File: src/rtl/fsm_seq_ctrl.sv
// fsm_seq_ctrl: shifts a latched bit pattern into a pair-detector FSM and counts its dout pulses
module fsm_seq_ctrl #(
  parameter int W  = 16,
  parameter int CW = $clog2(W+1)
) (
  input  logic          clk,
  input  logic          rst_n,
  input  logic          start,
  input  logic [W-1:0]  pat,
  input  logic [CW-1:0] len,
  input  logic          abort,
  output logic          busy,
  output logic          done,
  output logic [CW-1:0] hits,
  output logic          fsm_rst,
  output logic          fsm_din,
  input  logic          fsm_dout
);
  typedef enum logic [1:0] {IDLE, WARM, SHIFT, DONE} state_t;
  state_t        state;
  logic [W-1:0]  pat_q;
  logic [CW-1:0] len_q;
  logic [CW-1:0] idx;
  logic          last;
  assign last = idx == len_q - CW'(1);
  // Sequencer: pat_q shifts right each SHIFT cycle so bit 0 is always the bit on fsm_din
  always_ff @(posedge clk) begin
    if (!rst_n) begin
      state <= IDLE;
      hits  <= '0;
      idx   <= '0;
    end else begin
      case (state)
        IDLE: if (start) begin
          pat_q <= pat;
          len_q <= (len > CW'(W)) ? CW'(W) : len;
          idx   <= '0;
          hits  <= '0;
          state <= WARM;
        end
        WARM: begin
          state <= abort ? IDLE : ((len_q != '0) ? SHIFT : DONE);
          if (abort) hits <= '0;
        end
        SHIFT: if (abort) begin
          state <= IDLE;
          hits  <= '0;
        end else begin
          pat_q <= pat_q >> 1;
          idx   <= idx + CW'(1);
          hits  <= hits + CW'(fsm_dout);
          if (last) state <= DONE;
        end
        DONE: state <= IDLE;
        default: state <= IDLE;
      endcase
    end
  end
  // Outputs decode registered state only; controller reset forces the detector into reset
  always_comb begin
    busy    = rst_n && (state == WARM || state == SHIFT);
    done    = rst_n && state == DONE;
    fsm_rst = !rst_n || state == IDLE || state == DONE;
    fsm_din = rst_n && state == SHIFT && pat_q[0];
  end
endmodule
File: config.mk
export PLATFORM = sky130hd
export DESIGN_NAME = fsm_seq_ctrl
export DESIGN_NICKNAME = d
export VERILOG_FILES = /design/src/rtl/fsm_seq_ctrl.sv
export SDC_FILE = /design/constraint.sdc
export NUM_CORES = 1
export LEC_CHECK = 0
export CAP_MARGIN = 0
export CORE_ASPECT_RATIO = 0.7
export CORE_MARGIN = 5
export CORE_UTILIZATION = 43
export DETAILED_ROUTE_END_ITERATION = 6
export PLACE_DENSITY = 0.67
export SLEW_MARGIN = 10
export SYNTH_ARGS = -nofsm -noshare
export SYNTH_HDL_FRONTEND = slang
export SYNTH_SLANG_ARGS = --single-unit
File: constraint.sdc
create_clock -name clk -period 3.1 [get_ports clk]
set_input_delay 0.62 -clock clk [delete_from_list [all_inputs] [get_ports clk]]
set_output_delay 0.62 -clock clk [all_outputs]
set_load 0.01 [all_outputs]
### Yosys cells after proc, flatten, opt, wreduce, memory -nomap -nowiden

Cells that the tools add are included.
Widths: inputs -> output; s select.

| word-level totals | value |
|---|---|
| register bits after elaboration | 33 |
| input bits | 26 |
| output and inout bits | 9 |
| word-level logic and storage cells | 49 |

| operators by class | value |
|---|---|
| $add $sub $neg | 3 |
| $lt $le $gt $ge | 1 |
| equality and inequality tests | 8 |
| mux-type cells | 15 |
| reductions and logical operators | 17 |

Operators with widths:

| operator | number |
|---|---|
| $mux 16 | 2 |
| $pmux 16 s2 | 1 |
| $mux 5 | 4 |
| $pmux 5 s3 | 1 |
| $pmux 5 s2 | 1 |
| $reduce_and 3->1 | 3 |
| $mux 2 | 4 |
| $pmux 2 s4 | 1 |
| $ne 2x2->1 const B | 3 |
| $add 5x1->5 | 1 |
| $add 5x1->5 const B | 1 |
| $eq 5x5->1 | 1 |
| $gt 5x5->1 const B | 1 |
| $reduce_bool 5->1 | 1 |
| $sub 5x1->5 const B | 1 |
| $eq 2x2->1 const B | 2 |
| $logic_and 1x1->1 | 4 |
| $reduce_and 4->1 | 1 |
| $logic_or 1x1->1 | 3 |
| $ne 3x3->1 const B | 1 |
| $reduce_bool 3->1 | 1 |
| $eq 2x1->1 const B | 1 |
| $logic_not 2->1 | 1 |
| $reduce_and 2->1 | 1 |
| other kinds (3) | 3 |

### Longest topological paths before layout

Gate-level depths: netlist of run 1.

| logic depth | value |
|---|---|
| depth in word-level cells | 5 |
| gate-level depth with buffers | 8 |
| mapped depth without buffers | 7 |

### Worst setup path before layout of run 1

No wires, ideal clock.

| timing path | value |
|---|---|
| path kind | reg-to-reg |
| start | register state[0] |
| end | register pat_q[0] (enable) |
| library setup time | 0.374 ns |
| data arrival time | 1.642 ns |
| data required time | 2.726 ns |
| slack | 1.084 ns |
| cell stages (with the launch flop) | 7 |
| path buffers | 1 |
| clock period less this slack | 2.016 ns |
| cell sequence | dfxtp_1 > inv_1 > ha_1 > clkbuf_1 > mux2i_1 > a21oi_1 > and2_1 |

| between the ends | value |
|---|---|
| word-level cells in the longest chain between the ends | 3 |
| elaborated cells on any way between the ends | 6 |
| those cells by class | eq/ne (3); reduce/logical (3) |

Ends and longest elaborated chain:

| element | RTL line | RTL |
|---|---|---|
| start, declared | 20 | `state_t state;` |
| start signal, assigned | 42 | `state <= abort ? IDLE : ((len_q != '0) ? SHIFT : DONE);` |
| $eq 2x2->1 or $logic_not 2->1 (tied branches) | 33 | `case (state)` |
| $ne 2x2->1 (no source line) or $reduce_bool 2->1 (tied branches) | - |  |
| $reduce_and 4->1 (no source line) (*) | - |  |
| end signal, assigned | 35 | `pat_q <= pat;` |
| end signal, assigned | 49 | `pat_q <= pat_q >> 1;` |
| end, declared | 21 | `logic [W-1:0] pat_q;` |

Every way passes the cells marked *; elsewhere a longest branch is shown, timed or not.
A chain may end at the register's enable or synchronous reset.

### Worst setup path after layout of run 1

| timing path | value |
|---|---|
| start | register state[0] |
| end | output fsm_rst |

| between the ends | value |
|---|---|
| word-level cells in the longest chain between the ends | 3 |
| elaborated cells on any way between the ends | 4 |
| those cells by class | eq/ne (1); reduce/logical (3) |

Ends and longest elaborated chain:

| element | RTL line | RTL |
|---|---|---|
| $logic_not 2->1 | 63 | `fsm_rst = !rst_n \|\| state == IDLE \|\| state == DONE;` |
| $logic_or 1x1->1 | 63 |  |
| $logic_or 1x1->1 (*) | 63 |  |
| end, declared | 15 | `output logic fsm_rst,` |

Marks and branches as above.

==> summary.txt, run 1 <==
Status
  • Status: completed

Setup path
  • Startpoint Class: register
  • Arr. time, crit path: approximately 2.1 ns
  • FF-to-FF Start: len_q[0]
  • R2r setup slk: 1.05 ns
  • Crit. End Element: output pin
  • CP max FO: 8
  • Kind of critical path: reg2out
  • Worst R2R Path Depth: 7
  • Critical Path RT: 2.48 ns
  • R2R Path End: state[1]

Timing
  • Fin. Hold Viols: 0
  • Clock skew: 0.007728 ns
  • Slew HR: 0.6406
  • Final setup fails: 0
  • Fmax: 0.3707 GHz
  • RSZ-0062 raised after global routing: false
  • Crit path time final: 2.697 ns
  • Slew Limit Fails: 0
  • Post-route clock period utilization: 0.8701
  • Worst-Margin Slew: about 0.53 ns
  • Fin Setup TNS: 0 ns

Die
  • Rows: 19
  • Die Span Y: about 63 µm
  • Die width: 85.19 µm
  • Initial core utilization: 0.4391
  • I/O Pins: 35
  • Die area: roughly 5300 µm²
  • Core ar.: roughly 3900 µm²

Clock network
  • Clock Pin Slew Worst Setup and Hold Paths: approximately 0.060 ns
  • H-tree levels: 2
  • Root Buffer Master: clkbuf_8
  • Worst skew pair latency: 0.28 ns
  • Post-CTS sizing: 0
  • Clock tree from TritonCTS: yes
  • # hold bufs at CTS: 0
  • Post-CTS setup buffer count: 0
  • Cts bufs inserted: 5
  • CTS max path bufs: 2
  • Clk sink count: 33

Detailed routing
  • Via/cell ratio: 5.026
  • Routed met2 length: 1350 µm
  • DR WL met3: 175 µm
  • Final ANT Viol Nets: 0
  • Via count: roughly 1,200
  • WL met1: 1452 µm
  • Number of remaining DRC errors: 0
  • Routed WL: 3064 µm
  • Max Used Layer: met4
  • DR WL/cell: 13.15 µm
  • Starting DRT DRC Count: 30
  • TritonRoute pass-1 iters: 4

Synth
  • Post-synth EDFFs: 21
  • Mapped Area: approximately 1700 µm²
  • Syn Nets: 179
  • Yosys reg bits: 33
  • Sequential-to-total area share from yosys stat: 0.5118
  • Netlist cell types: 32
  • Post-synth ARST share: 0
  • Synth top area share: 0.3706
  • Syn avg cell area: ~12 µm²
  • Top cells by area, synth: edfxtp_1, dfxtp_1, mux2_2, ha_1, nor2b_1
  • Ys Warns: 0
  • Synth Flop Type: edfxtp_1
  • Yosys top cell by area: edfxtp_1
  • Synth Instances: 144

GRT
  • Largest net degree at the start of global routing: 17
  • Vias in the first global route: approximately 1,300
  • Initial antenna violation count: 0
  • Total GRT Usage: 0.1297
  • First-pass GRT wire length: 5464 µm
  • Gr ovfl total: 0

Placement
  • Port Buffers: 34
  • Placed instance area: 2103 µm²
  • Detail Placement HPWL: 2354 µm
  • Placer congestion estimate: 0.8411

Finish
  • Area grow syn2layout: 28.31%
  • Final core occ: 0.5634
  • Nets: 216
  • Diodes inserted: 0
  • Layout cells sized above 1: 0.1547
  • Fin area: 2183 µm²

Worst hold path
  • Hold Path Class: reg2reg
  • Min-Delay Path Depth: 2
  • Hold Path Sink: hits[4]
  • Worst Hold Launch: hits[4]

Power and ir drop
  • Leakage power figure: 0.7954 nW
  • Worst VDD drop: 0.3310 mV
  • Power density cells: 413.4 nW/µm²

Flow run
  • MaxCap Viol Count: 0
flip-flops by register name, indices dropped and copies added (netlist names):
name and count:
pat_q 16, hits 5, idx 5, len_q 5, state 2
how the worst max path moves through the flow:
stage / startpoint / endpoint / slack, ns / depth (start not counted)
floorplan: state[0] / pat_q[0] / 1.08 / 6
global placement: rst_n / fsm_rst / 0.45 / 3
detailed placement: rst_n / fsm_rst / 0.43 / 3
CTS: state[0] / fsm_rst / 0.38 / 4
global route: state[0] / fsm_rst / 0.29 / 4
finish: state[0] / fsm_rst / 0.40 / 4
where the power goes:
| part | switching [mW] | leakage [nW] | total (mW) | internal (mW) |
|---|---|---|---|---|
| Sequential | 0.00796 | 0.293 | 0.495 | 0.487 |
| Clock | 0.145 | 0.0377 | 0.295 | 0.150 |
| Combinational | 0.0472 | 0.465 | 0.113 | 0.0656 |
| Total | 0.200 | 0.795 | 0.903 | 0.703 |
synth_stat cells, drive strengths merged, types with 2 or more instances:
master,instances
nand2,4
nor3b,2
nor3,3
and2,3
a21oi,3
nor2,8
nand4,4
nor2b,10
xor2,7
a22oi,2
mux2i,3
o31ai,2
o21ai,6
and3,3
ha,9
edfxtp,21
clkbuf,7
inv,6
xnor2,5
dfxtp,12
mux2,15
area by class of cell:
| class | count | area, µm² |
|---|---|---|
| Timing Repair Buffer | 37 | 362.8 |
| Multi-Input combinational cell | 98 | 782.0 |
| Inverter | 6 | 22.52 |
| Clock buffer | 5 | 68.82 |
| Sequential cell | 33 | 870.8 |
| Clock inverter | 2 | 11.26 |
| Fill cell | 351 | 1692 |
| Tap cell | 52 | 65.06 |
through the flow:
stage	setup WS (ns)	total power, mW	hold slack (ns)	cells
floorplan	1.084	0.5639	0.4996	144
global placement	0.4478	0.6128	0.4963	226
detailed placement	0.4345	0.6180	0.5045	226
CTS	0.3792	0.9176	0.5259	233
global route	0.2939	0.9511	0.5601	233
finish	0.4027	0.9027	0.5188	233
logic make-up (layout without fill, tap and decap cells):
group,after synthesis,count (layout),synth area share
adder cells (fa/ha/maj),9,9,0.06618
AND/OR/NAND/NOR,40,40,0.1368
multiplexers,18,18,0.1169
flip-flops,33,33,0.5118
buffers and inverters,13,50,0.02868
XOR/XNOR,12,12,0.06176
AO/OA/AOI/OAI,19,19,0.07794
metal layers:
layer	track usage	up-vias
li1	-	587
met1	0.1525	553
met2	0.2054	24
met3	0.04216	7
met4	0.07708	0
met5	0	-
worst max-delay path: stages, from the launching register on:
cell             delay (ns)
dfxtp_1                0.41
inv_1                  0.11
ha_1                   0.30
or3b_2                 0.49
clkdlybuf4s50_1        0.49
layout by cell type, fill, tap and decap left out, drive strengths merged, types with 4 or more instances in the layout:
cell           Yosys  final
edfxtp            21     21
nand2              4      4
mux2              15     15
nor2b             10     10
inv                6      6
xnor2              5      5
dfxtp             12     12
nand4              4      4
nor2               8      8
clkbuf             7      5
o21ai              6      6
ha                 9      9
xor2               7      7
clkdlybuf4s50      0     34
(Power assumes the default switching activity.)
==> inputs of run 2 (changes only) <==
--- a/config.mk
+++ b/config.mk
@@ -10,6 +10,7 @@
 export CORE_MARGIN = 5
 export CORE_UTILIZATION = 43
 export DETAILED_ROUTE_END_ITERATION = 6
+export GPL_TIMING_DRIVEN = 0
 export PLACE_DENSITY = 0.67
 export SLEW_MARGIN = 10
 export SYNTH_ARGS = -nofsm -noshare
==> constraint.sdc (replaced) <==
create_clock -name clk -period 3.1 [get_ports clk]
set_input_delay 0.93 -clock clk [delete_from_list [all_inputs] [get_ports clk]]
set_output_delay 0.93 -clock clk [all_outputs]
set_load 0.01 [all_outputs]
==> run 2 against run 1 <==
Sequential share of layout area hardly changed. Via count is 2.1% higher. Clock-buffer cell count is 1 higher. Critical path depth is the same. Core utilization is 0.064 points lower. Sequential cell count is the same. Clock power is 2% higher. Hold slack gained 0.0011 ns. Largest power group unchanged.
==> summary.txt, run 2 (synthesis gave the netlist of run 1 again) <==
Die
  • Die area: 5335 µm² (unchanged)
  • Die width: 85.19 µm (unchanged)
  • Rows: 19 (unchanged)
  • Core ar.: 3875 µm² (unchanged)
  • I/O Pins: 35 (unchanged)
  • Initial core utilization: 0.4391 (unchanged)
  • Die Span Y: 62.63 µm (unchanged)

Finish
  • Most frequent cells in the layout: clkdlybuf4s50_1, edfxtp_1, mux2_2 (unchanged)
  • Commonest non-fill, non-tap cell in the layout: clkdlybuf4s50_1 (unchanged)
  • Area grow syn2layout: 28.16% (was 28.31%)
  • Diodes inserted: 0 (unchanged)
  • Max FFs per register: 16 (unchanged)
  • Layout cells sized above 1: 0.1522 (was 0.1547)
  • Most flops, register: pat_q (unchanged)
  • Fillers: 336 (was 351)
  • Nets: 218 (was 216)

Timing
  • Crit path time final: 3.021 ns (was 2.697 ns)
  • RSZ-0062 raised after global routing: false (unchanged)
  • Setup WS post-layout: 0.07865 ns (was 0.4027 ns)
  • Fmax: 0.3310 GHz (was 0.3707 GHz)
  • Post-route clock period utilization: 0.9746 (was 0.8701)
  • Slew Limit Fails: 0 (unchanged)
  • Slew HR: 0.4983 (was 0.6406)
  • Clock skew: 0.005827 ns (was 0.007728 ns)
  • Fin Hold WS: 0.5199 ns (was 0.5188 ns)
  • Worst-Margin Slew: 0.7526 ns (was 0.5333 ns)
  • Final setup fails: 0 (unchanged)
  • Fin. Hold Viols: 0 (unchanged)

Clock network
  • Cts bufs inserted: 5 (unchanged)
  • Worst skew pair latency: 0.28 ns (about the same)
  • Clock tree from TritonCTS: yes (unchanged)
  • Clk sink count: 33 (unchanged)
  • Post-CTS setup buffer count: 0 (unchanged)
  • Clock Pin Slew Worst Setup and Hold Paths: 0.06 ns (about the same)
  • Root Buffer Master: clkbuf_8 (unchanged)
  • CTS max path bufs: 2 (unchanged)
  • H-tree levels: 2 (unchanged)

Detailed routing
  • Final ANT Viol Nets: 0 (unchanged)
  • Number of remaining DRC errors: 0 (unchanged)
  • TritonRoute pass-1 iters: 4 (unchanged)
  • Via count: 1,196 (was 1,171)
  • Max Used Layer: met4 (unchanged)
  • DR WL met3: 195 µm (was 175 µm)
  • Starting DRT DRC Count: 112 (was 30)
  • Routed WL: 3167 µm (was 3064 µm)
  • DR WL/cell: 13.42 µm (was 13.15 µm)
  • Via/cell ratio: 5.068 (was 5.026)
  • WL met1: 1472 µm (was 1452 µm)
  • Routed met2 length: 1471 µm (was 1350 µm)

Placement
  • Port Buffers: 33 (was 34)
  • Detail Placement HPWL: 2385 µm (was 2354 µm)
  • Placer congestion estimate: 0.7840 (was 0.8411)
  • Pre-CTS setup slack: -0.3675 ns (was 0.4345 ns)

GRT
  • First-pass GRT wire length: 5747 µm (was 5464 µm)
  • Total GRT Usage: 0.1346 (was 0.1297)
  • Largest net degree at the start of global routing: 17 (unchanged)
  • Gr ovfl total: 0 (unchanged)
  • Initial antenna violation count: 0 (unchanged)
  • Vias in the first global route: 1,194 (was 1,254)

Setup path
  • CP max FO: 10 (was 8)
  • R2R Path End: pat_q[1] (was state[1])
  • Crit. End Element: output pin (unchanged)
  • Arr. time, crit path: 2.09 ns (was 2.08 ns)
  • Startpoint Class: primary input (was register)
  • FF-to-FF Start: state[0] (was len_q[0])
  • Critical Path RT: 2.17 ns (was 2.48 ns)
  • Worst R2R Path Depth: 6 (was 7)
  • R2r setup slk: 0.61 ns (was 1.05 ns)
  • Kind of critical path: in2out (was reg2out)

Power and ir drop
  • Clock power share: 0.331 (was 0.327)
  • Worst VDD drop: 0.2590 mV (was 0.3310 mV)
  • Leakage power figure: 0.7978 nW (was 0.7954 nW)
  • Power, Total: 907.3 µW (was 902.7 µW)
  • P_int: 704.9 µW (was 702.7 µW)
  • Sw frac: 0.2231 (was 0.2216)
  • Power density cells: 416.0 nW/µm² (was 413.4 nW/µm²)
  • Comb pwr share: 0.124 (was 0.125)
  • Psw: 202.4 µW (was 200.0 µW)
  • Seq pwr share: 0.545 (was 0.548)

Worst hold path
  • Min-Delay Path Depth: 2 (unchanged)
  • Hold Path Sink: hits[4] (unchanged)
  • Worst Hold Launch: hits[4] (unchanged)
  • Hold Path Class: reg2reg (unchanged)

Flow run
  • MaxCap Viol Count: 0 (unchanged)

Status
  • Status: completed (unchanged)
[run 2: cell count changes in the layout (fill, tap and decap cells not counted)]
cell and change:
buf_4 -2, clkbuf_1 +5, clkbuf_4 +1, clkdlybuf4s50_1 -3, clkinv_1 -1, clkinv_2 +2
clkinvlp_4 -1, dlygate4sd2_1 +2
[run 2: worst max-delay path, stage by stage]
cell and delay (ns):
dlygate4sd2_1 0.29, buf_4 0.19, and3_1 0.15, clkdlybuf4s50_1 0.53
[run 2: worst max-delay path by stage]
stage | from | slack (ns) | cells after the start | end
6_report | rst_n | 0.08 | 4 | fsm_din
3_5_place_dp | rst_n | -0.37 | 4 | fsm_din
2_1_floorplan | rst_n | 0.78 | 1 | fsm_rst
5_1_grt | rst_n | 0.01 | 4 | fsm_din
3_3_place_gp | rst_n | -0.33 | 4 | fsm_din
4_1_cts | rst_n | 0.02 | 4 | fsm_din
[run 2: power by group through the flow]
stage	combinational, mW	clock [mW]	sequential, mW
after global routing	0.124	0.344	0.496
after global placement	0.107	0	0.503
after CTS	0.113	0.313	0.495
final	0.112	0.300	0.495
after detailed placement	0.113	0	0.505
after floorplan	0.0614	0	0.502
[run 2: final cells by class]
class,instances,area (µm²),share of cell area
Buffer,6,30.03,0.01377
Clock buffer,6,72.57,0.03328
Clock inverter,2,10.01,0.004590
Inverter,6,22.52,0.01033
Multi-Input combinational cell,98,782.0,0.3586
Sequential cell,33,870.8,0.3993
Tap cell,52,65.06,0.02983
Timing Repair Buffer,33,327.8,0.1503
[run 2: per-layer routing]
metal,global-route usage,vias up
met5,0,-
met4,0.04743,0
met3,0.04480,4
met2,0.2083,30
met1,0.1751,570
li1,-,592
[run 2: metrics by stage]
stage | instance area (µm²) | setup TNS [ns] | instances | util
floorplan | 1702 | 0 | 144 | -
global placement | 2097 | -1.176 | 229 | 0.5412
detailed placement | 2097 | -1.315 | 229 | 0.5412
CTS | 2182 | 0 | 237 | 0.5631
global route | 2181 | 0 | 236 | 0.5628
finish | 2181 | 0 | 236 | 0.5628
[run 2: timing repair]
action	in CTS	in global routing
setup endpoints to repair	4	3
cloned	0	0
endpoints found under the hold margin	0	0
hold buffers	0	0
resized for setup	5	3
